===== config.mk =====
export PLATFORM = sky130hd
export DESIGN_NAME = inst_dispatcher_flat
export DESIGN_NICKNAME = d
export VERILOG_FILES = /design/src/rtl/inst_dispatcher_if.sv /design/src/rtl/inst_dispatcher.sv /design/src/flat_wrapper.sv
export SDC_FILE = /design/constraint.sdc
export NUM_CORES = 1
export LEC_CHECK = 0
export ABC_CLOCK_PERIOD_IN_PS = 2600
export CORE_AREA = 2 2 141 116
export CTS_CLUSTER_SIZE = 20
export DETAILED_ROUTE_END_ITERATION = 6
export DIE_AREA = 0 0 143 118
export GPL_TIMING_DRIVEN = 0
export PLACE_DENSITY = 0.9
export SLEW_MARGIN = 20
export SYNTH_ARGS = -nofsm -noshare
export SYNTH_HDL_FRONTEND = slang
export SYNTH_SLANG_ARGS = --single-unit
export TNS_END_PERCENT = 20

===== constraint.sdc =====
create_clock -name clk -period 2.6 [get_ports clk]
set_clock_uncertainty 0.2 [all_clocks]
set_input_delay 0.39 -clock clk [delete_from_list [all_inputs] [get_ports clk]]
set_output_delay 0.39 -clock clk [all_outputs]
set_load 0.05 [all_outputs]

===== src/rtl/inst_dispatcher_if.sv =====
// Instruction, command and write-back channels between the receiver, the dispatcher and the
// execution unit.
interface inst_dispatcher_if #(
    parameter int unsigned INSTRUCTION_DEPTH = 16
) ();
    localparam int unsigned ID_W = (INSTRUCTION_DEPTH > 1) ? $clog2(INSTRUCTION_DEPTH) : 1;

    logic [63:0]     instruction;
    logic [ID_W-1:0] instruction_id;
    logic            instruction_valid;
    logic            instruction_next;
    logic            cmd_valid;
    logic            cmd_ready;
    logic [7:0]      cmd_flags;
    logic [47:0]     cmd_operand;
    logic [ID_W-1:0] cmd_id;
    logic            exec_done;
    logic [47:0]     exec_result;
    logic [63:0]     data;
    logic [ID_W-1:0] data_id;
    logic            data_valid;

    modport master (
        input  instruction, instruction_id, instruction_valid,
        output instruction_next,
        output cmd_valid, cmd_flags, cmd_operand, cmd_id,
        input  cmd_ready,
        input  exec_done, exec_result,
        output data, data_id, data_valid
    );

    modport slave (
        output instruction, instruction_id, instruction_valid,
        input  instruction_next,
        input  cmd_valid, cmd_flags, cmd_operand, cmd_id,
        output cmd_ready,
        output exec_done, exec_result,
        input  data, data_id, data_valid
    );
endinterface


===== src/rtl/inst_dispatcher.sv =====
// Decodes one instruction at a time, issues EXEC commands, waits for completion (with timeout)
// and writes a tagged status word back to the receiver.
module inst_dispatcher #(
    parameter int unsigned DATA_WIDTH        = 64,
    parameter int unsigned INSTRUCTION_DEPTH = 16,
    parameter int unsigned TIMEOUT_CYCLES    = 1024
) (
    input  logic                clk,
    input  logic                rst,
    input  logic                i_enable,
    inst_dispatcher_if.master   bus,
    output logic                o_busy,
    output logic [15:0]         o_err_count
);
    localparam int unsigned ID_W    = (INSTRUCTION_DEPTH > 1) ? $clog2(INSTRUCTION_DEPTH) : 1;
    localparam int unsigned CNT_W   = (TIMEOUT_CYCLES > 1) ? $clog2(TIMEOUT_CYCLES) : 1;
    localparam int unsigned TO_LAST = (TIMEOUT_CYCLES == 0) ? 0 : TIMEOUT_CYCLES - 1;

    localparam logic [7:0] OP_NOP  = 8'h00;
    localparam logic [7:0] OP_EXEC = 8'h01;

    localparam logic [3:0] ST_OK      = 4'd0;
    localparam logic [3:0] ST_ILLEGAL = 4'd1;
    localparam logic [3:0] ST_TIMEOUT = 4'd2;

    typedef enum logic [1:0] {StIdle, StIssue, StWait, StWb} state_t;

    state_t                r_state;
    state_t                w_state_next;
    logic [7:0]            r_opcode;
    logic [7:0]            r_flags;
    logic [47:0]           r_operand;
    logic [ID_W-1:0]       r_id;
    logic [CNT_W-1:0]      r_cnt;
    logic [DATA_WIDTH-1:0] r_data;
    logic [15:0]           r_err_count;

    logic       w_fetch;
    logic [7:0] w_opcode;
    logic       w_is_exec;
    logic       w_is_nop;
    logic       w_timeout;

    assign w_opcode  = bus.instruction[63:56];
    assign w_is_exec = (w_opcode == OP_EXEC);
    assign w_is_nop  = (w_opcode == OP_NOP);
    assign w_fetch   = (r_state == StIdle) & bus.instruction_valid & i_enable & ~rst;
    assign w_timeout = (TIMEOUT_CYCLES != 0) && (r_cnt == CNT_W'(TO_LAST));

    always_ff @(posedge clk) begin
        if (rst) begin
            r_state <= StIdle;
        end else begin
            r_state <= w_state_next;
        end
    end

    always_comb begin
        w_state_next = r_state;
        unique case (r_state)
            StIdle: begin
                if (w_fetch) begin
                    w_state_next = w_is_exec ? StIssue : StWb;
                end
            end
            StIssue: begin
                if (bus.cmd_ready) begin
                    w_state_next = StWait;
                end
            end
            StWait: begin
                if (bus.exec_done || w_timeout) begin
                    w_state_next = StWb;
                end
            end
            StWb: begin
                w_state_next = StIdle;
            end
            default: begin
                w_state_next = StIdle;
            end
        endcase
    end

    always_ff @(posedge clk) begin
        if (rst) begin
            r_opcode    <= '0;
            r_flags     <= '0;
            r_operand   <= '0;
            r_id        <= '0;
            r_cnt       <= '0;
            r_data      <= '0;
            r_err_count <= '0;
        end else begin
            unique case (r_state)
                StIdle: begin
                    if (w_fetch) begin
                        r_opcode  <= w_opcode;
                        r_flags   <= bus.instruction[55:48];
                        r_operand <= bus.instruction[47:0];
                        r_id      <= bus.instruction_id;
                        // NOP and ILLEGAL complete immediately; their status is known now.
                        if (!w_is_exec) begin
                            r_data <= {w_opcode, (w_is_nop ? ST_OK : ST_ILLEGAL), 4'd0, 48'd0};
                        end
                    end
                end
                StIssue: begin
                    if (bus.cmd_ready) begin
                        r_cnt <= '0;
                    end
                end
                StWait: begin
                    r_cnt <= r_cnt + 1'b1;
                    // Completion takes priority over a coincident timeout.
                    if (bus.exec_done) begin
                        r_data <= {r_opcode, ST_OK, 4'd0, bus.exec_result};
                    end else if (w_timeout) begin
                        r_data <= {r_opcode, ST_TIMEOUT, 4'd0, 48'd0};
                    end
                end
                StWb: begin
                    if ((r_data[55:52] != ST_OK) && (r_err_count != 16'hFFFF)) begin
                        r_err_count <= r_err_count + 16'd1;
                    end
                end
                default: ;
            endcase
        end
    end

    assign bus.instruction_next = w_fetch;
    assign bus.cmd_valid        = (r_state == StIssue);
    assign bus.cmd_flags        = r_flags;
    assign bus.cmd_operand      = r_operand;
    assign bus.cmd_id           = r_id;
    assign bus.data             = r_data[63:0];
    assign bus.data_id          = r_id;
    assign bus.data_valid       = (r_state == StWb);
    assign o_busy               = (r_state != StIdle);
    assign o_err_count          = r_err_count;
endmodule


===== src/flat_wrapper.sv =====
// flat-port wrapper written by rule: the top's interface ports become plain ports
module inst_dispatcher_flat 
#(
    parameter int unsigned DATA_WIDTH        = 64,
    parameter int unsigned INSTRUCTION_DEPTH = 16,
    parameter int unsigned TIMEOUT_CYCLES    = 1024
)
  (clk, rst, i_enable, o_busy, o_err_count, bus_instruction, bus_instruction_id, bus_instruction_valid, bus_instruction_next, bus_cmd_valid, bus_cmd_flags, bus_cmd_operand, bus_cmd_id, bus_cmd_ready, bus_exec_done, bus_exec_result, bus_data, bus_data_id, bus_data_valid);
  inst_dispatcher_if #(.INSTRUCTION_DEPTH(INSTRUCTION_DEPTH)) bus_i ();
  input  logic clk;
  input  logic rst;
  input  logic i_enable;
  output logic o_busy;
  output logic [15:0] o_err_count;
  input wire logic [$bits(bus_i.instruction)-1:0] bus_instruction;
  input wire logic [$bits(bus_i.instruction_id)-1:0] bus_instruction_id;
  input wire logic [$bits(bus_i.instruction_valid)-1:0] bus_instruction_valid;
  output wire logic [$bits(bus_i.instruction_next)-1:0] bus_instruction_next;
  output wire logic [$bits(bus_i.cmd_valid)-1:0] bus_cmd_valid;
  output wire logic [$bits(bus_i.cmd_flags)-1:0] bus_cmd_flags;
  output wire logic [$bits(bus_i.cmd_operand)-1:0] bus_cmd_operand;
  output wire logic [$bits(bus_i.cmd_id)-1:0] bus_cmd_id;
  input wire logic [$bits(bus_i.cmd_ready)-1:0] bus_cmd_ready;
  input wire logic [$bits(bus_i.exec_done)-1:0] bus_exec_done;
  input wire logic [$bits(bus_i.exec_result)-1:0] bus_exec_result;
  output wire logic [$bits(bus_i.data)-1:0] bus_data;
  output wire logic [$bits(bus_i.data_id)-1:0] bus_data_id;
  output wire logic [$bits(bus_i.data_valid)-1:0] bus_data_valid;
  assign bus_i.instruction = bus_instruction;
  assign bus_i.instruction_id = bus_instruction_id;
  assign bus_i.instruction_valid = bus_instruction_valid;
  assign bus_instruction_next = bus_i.instruction_next;
  assign bus_cmd_valid = bus_i.cmd_valid;
  assign bus_cmd_flags = bus_i.cmd_flags;
  assign bus_cmd_operand = bus_i.cmd_operand;
  assign bus_cmd_id = bus_i.cmd_id;
  assign bus_i.cmd_ready = bus_cmd_ready;
  assign bus_i.exec_done = bus_exec_done;
  assign bus_i.exec_result = bus_exec_result;
  assign bus_data = bus_i.data;
  assign bus_data_id = bus_i.data_id;
  assign bus_data_valid = bus_i.data_valid;
  inst_dispatcher #(.DATA_WIDTH(DATA_WIDTH), .INSTRUCTION_DEPTH(INSTRUCTION_DEPTH), .TIMEOUT_CYCLES(TIMEOUT_CYCLES)) u_core (.clk(clk), .rst(rst), .i_enable(i_enable), .bus(bus_i), .o_busy(o_busy), .o_err_count(o_err_count));
endmodule

==> impl_metrics.csv <==
group,metric,value,unit
timing,fin_worst_hold_slack,0.275,ns
final_layout,postLayoutCellArea,10200,um^2
die,die_area,16900,um^2
clocking,number_of_clock_sinks_seen_by_cts,154,
final_layout,commonest_non_fill_non_tap_cell_in_the_layout,"sky130_fd_sc_hd__clkdlybuf4s50_1",
power_and_ir_drop,p_leak,3.84,nW
timing,final-hold-violation-count,0,
detailed_routing,postRouteWirelength,20.2,mm
final_layout,most-common-layout-cells,"sky130_fd_sc_hd__clkdlybuf4s50_1, sky130_fd_sc_hd__dfxtp_1, sky130_fd_sc_hd__nand2_1",
setup_path,critPathSlowestCell,"sky130_fd_sc_hd__dfxtp_1",
detailed_routing,postRouteAntennaNets,0,
synthesis,netlist_instances,758,
timing,relSlewSlack,55.4,%
placed_design,hpwl,15.0,mm
timing,worst_slew_pin_slew,0.667,ns
power_and_ir_drop,fin_total_pwr,7.06,mW
detailed_routing,drt_first_pass_iters,4,
synthesis,number_of_distinct_library_cells_after_synthesis,47,
synthesis,proportion_of_register_bits_with_asynchronous_set_or_reset_after_synthesis,0,%
synthesis,mappedNetlistArea,6700,um^2
grt,grt_use_total,23.8,%
worst_hold_path,min_path_type,"reg2reg",
timing,achievable-frequency,0.395,GHz
setup_path,worst_setup_path_endpoint,"bus_instruction_next",
setup_path,crit_chain,"inv_1 > ha_2 > and4b_2 > buf_4 > clkbuf_8 > buf_6",
placed_design,place.gp.congestion,0.852,
setup_path,required_time_of_the_critical_path,2.01,ns
die,horizontal_die_dimension,143,um
detailed_routing,via_count,6313,
placed_design,placement.cell_area,9620,um^2
grt,antenna_found_initial,0,
clocking,clockBufferDepth,2,
synthesis,yosysSeqAreaShare,46.0,%
timing,grt_setup_unrepaired,"true",
setup_path,timing.rr.end,"u_core.bus.data[60]",
setup_path,worst_r2r_path_depth,9,
clocking,cts_buffers,17,
power_and_ir_drop,power_density,691,nW/um^2
grt,grt_first_pass_wirelength,31.6,mm
final_layout,antenna-diode-count,0,
synthesis,ys_seq_elements,154,
grt,grt_overflow,0,
synthesis,synth-edff-count,0,
clocking,htree_levels,4,
timing,layout_min_cycle_time,2.53,ns
setup_path,r2r_setup_slack,0.11,ns
clocking,clk_latency,0.42,ns
final_layout,post_route_cells_drive_above_1_share,7.55,%
run_status,outcome,"finished, final reports clean",
detailed_routing,wl_per_cell,15.9,um
final_layout,finalNetCount,1175,
setup_path,crit_path_start,"u_core.r_state[0]",
setup_path,path_type_of_the_worst_setup_path,"reg2out",
setup_path,critical_path.startpoint_type,"flip-flop",
die,rows,41,
power_and_ir_drop,ir_worst_vdd,0.452,mV
final_layout,stdcell_count,1274,
synthesis,ys_dominant_reg_cell,"sky130_fd_sc_hd__dfxtp_1",
die,die-height,118,um
timing,finalCritPeriodShare,97.4,%
run,maxCapViolations,0,
timing,setup_violations,0,
die,ioPinCount,270,
grt,first_global_vias,6199,
die,initial_core_utilization,43.4,%
setup_path,cpPeakStageDelay,0.34,ns
synthesis,ys_warn_count,0,
final_layout,layout-area-overhead-vs-synth,52.5,%
setup_path,critPathArrivalTime,1.94,ns
synthesis,postSynthAreaPerCell,8.84,um^2
setup_path,crit_fanout,10,
detailed_routing,routed_via_density,4.96,
clocking,clkTransAtPathRegs,0.07,ns
timing,finalMaxSlewViolations,0,
detailed_routing,drt_iter0_drc,291,
final_layout,nFillCells,1228,
setup_path,end_kind,"output port",
setup_path,timing.rr.start,"u_core.r_state[0]",
placed_design,numPortBuffers,263,
clocking,cts_tree,"yes",
placed_design,place.detailed.instances,1241,
clocking,ctsRootBufferMaster,"sky130_fd_sc_hd__clkbuf_16",
detailed_routing,drc_errors,0,
grt,grt_max_degree,17,
die,core-area,15400,um^2
[repair_timing]
action | CTS | global route
gates resized for setup | 15 | 13
setup buffers | 1 | 0
endpoints found under the setup margin | 23 | 37
hold buffers | 0 | 0
pin swaps | 1 | 0
hold endpoints to repair | 0 | 0
[worst min-delay path by stage]
stage / startpoint / slack (ns) / to / cells after the start
2_1_floorplan: u_core.r_opcode[0] / 0.25 / u_core.r_opcode[0] / 2
3_3_place_gp: u_core.bus.cmd_flags[1] / 0.26 / u_core.bus.cmd_flags[1] / 2
3_5_place_dp: u_core.bus.cmd_operand[41] / 0.26 / u_core.bus.cmd_operand[41] / 2
4_1_cts: u_core.bus.cmd_operand[26] / 0.28 / u_core.bus.cmd_operand[26] / 2
5_1_grt: u_core.bus.data[32] / 0.29 / u_core.bus.data[32] / 2
6_report: u_core.bus.cmd_operand[17] / 0.27 / u_core.bus.cmd_operand[17] / 2
[cells by family (layout without fill, tap and decap cells)]
group | Yosys count | after routing | share of synthesized area, %
mux | 74 | 74 | 11.4
flops | 154 | 154 | 46.0
fa+ha+maj | 7 | 7 | 1.31
xor+xnor | 7 | 7 | 0.915
other cells | 1 | 6 | 0.0559
compound gates | 106 | 106 | 9.09
simple gates | 344 | 344 | 26.5
buf+inv | 65 | 361 | 4.67
[worst max-delay path: cells and delay by family, from the launching register on]
kind | cells | cell delay, ns
fa+ha+maj | 1 | 0.23
buf+inv | 4 | 0.65
flops | 1 | 0.34
simple gates | 1 | 0.28
[final cells by class]
| cell class | count | area (um^2) | area share (%) |
|---|---|---|---|
| Inverter | 6 | 22.5 | 0.220 |
| Tap cell | 215 | 269 | 2.63 |
| Clock buffer | 17 | 425 | 4.16 |
| Clock inverter | 15 | 121 | 1.19 |
| Sequential cell | 154 | 3080 | 30.2 |
| Timing Repair Buffer | 264 | 2650 | 25.9 |
| Buffer | 59 | 313 | 3.06 |
| Multi-Input combinational cell | 544 | 3340 | 32.7 |
[stage by stage]
step / setup WS (ns) / setup TNS, ns / util (%)
6_report: 0.0671 / 0 / 66.2
5_1_grt: -0.0332 / -0.0332 / 66.2
4_1_cts: 0.0187 / 0 / 66.0
3_5_place_dp: -1.01 / -22.15 / 62.3
3_3_place_gp: -1.00 / -19.43 / 62.3
2_1_floorplan: 0.238 / 0 / -
[synthesized netlist by cell type (all sizes together), types with 4 or more instances]
cell type	count	area, um^2
a211oi	4	30.0
a21oi	13	65.1
buf	17	133
clkbuf	42	158
dfxtp	154	3080
ha	7	87.6
inv	6	22.5
mux2	15	176
mux2i	59	591
nand2	132	495
nand2b	122	763
nand3	9	50.1
nand4	6	37.5
nor2	28	105
nor2b	18	113
nor3	5	25.0
nor4	8	65.1
o21ai	74	374
or3	4	25.0
xnor2	6	52.6
[registers in the layout, indices dropped and copies added, names as in the netlist]
register                count
u_core.bus.cmd_flags        8
u_core.bus.data            58
u_core.r_state              2
u_core.bus.cmd_operand     48
u_core.r_cnt               10
u_core.bus.cmd_id           4
u_core.r_opcode             8
u_core.o_err_count         16
[report_power, final]
part	switching, mW	leakage, nW	internal (mW)
combinational	1.27	2.34	0.831
sequential	0.118	1.25	2.55
clock	1.06	0.258	1.24
[layer usage]
metal / routed length [um] / track usage, %
met1: 8460 / 28.6
met2: 9690 / 39.4
met5: 0 / 0
met4: 434 / 6.87
met3: 1630 / 9.07
Note: power is estimated with default switching activity, not from simulation.
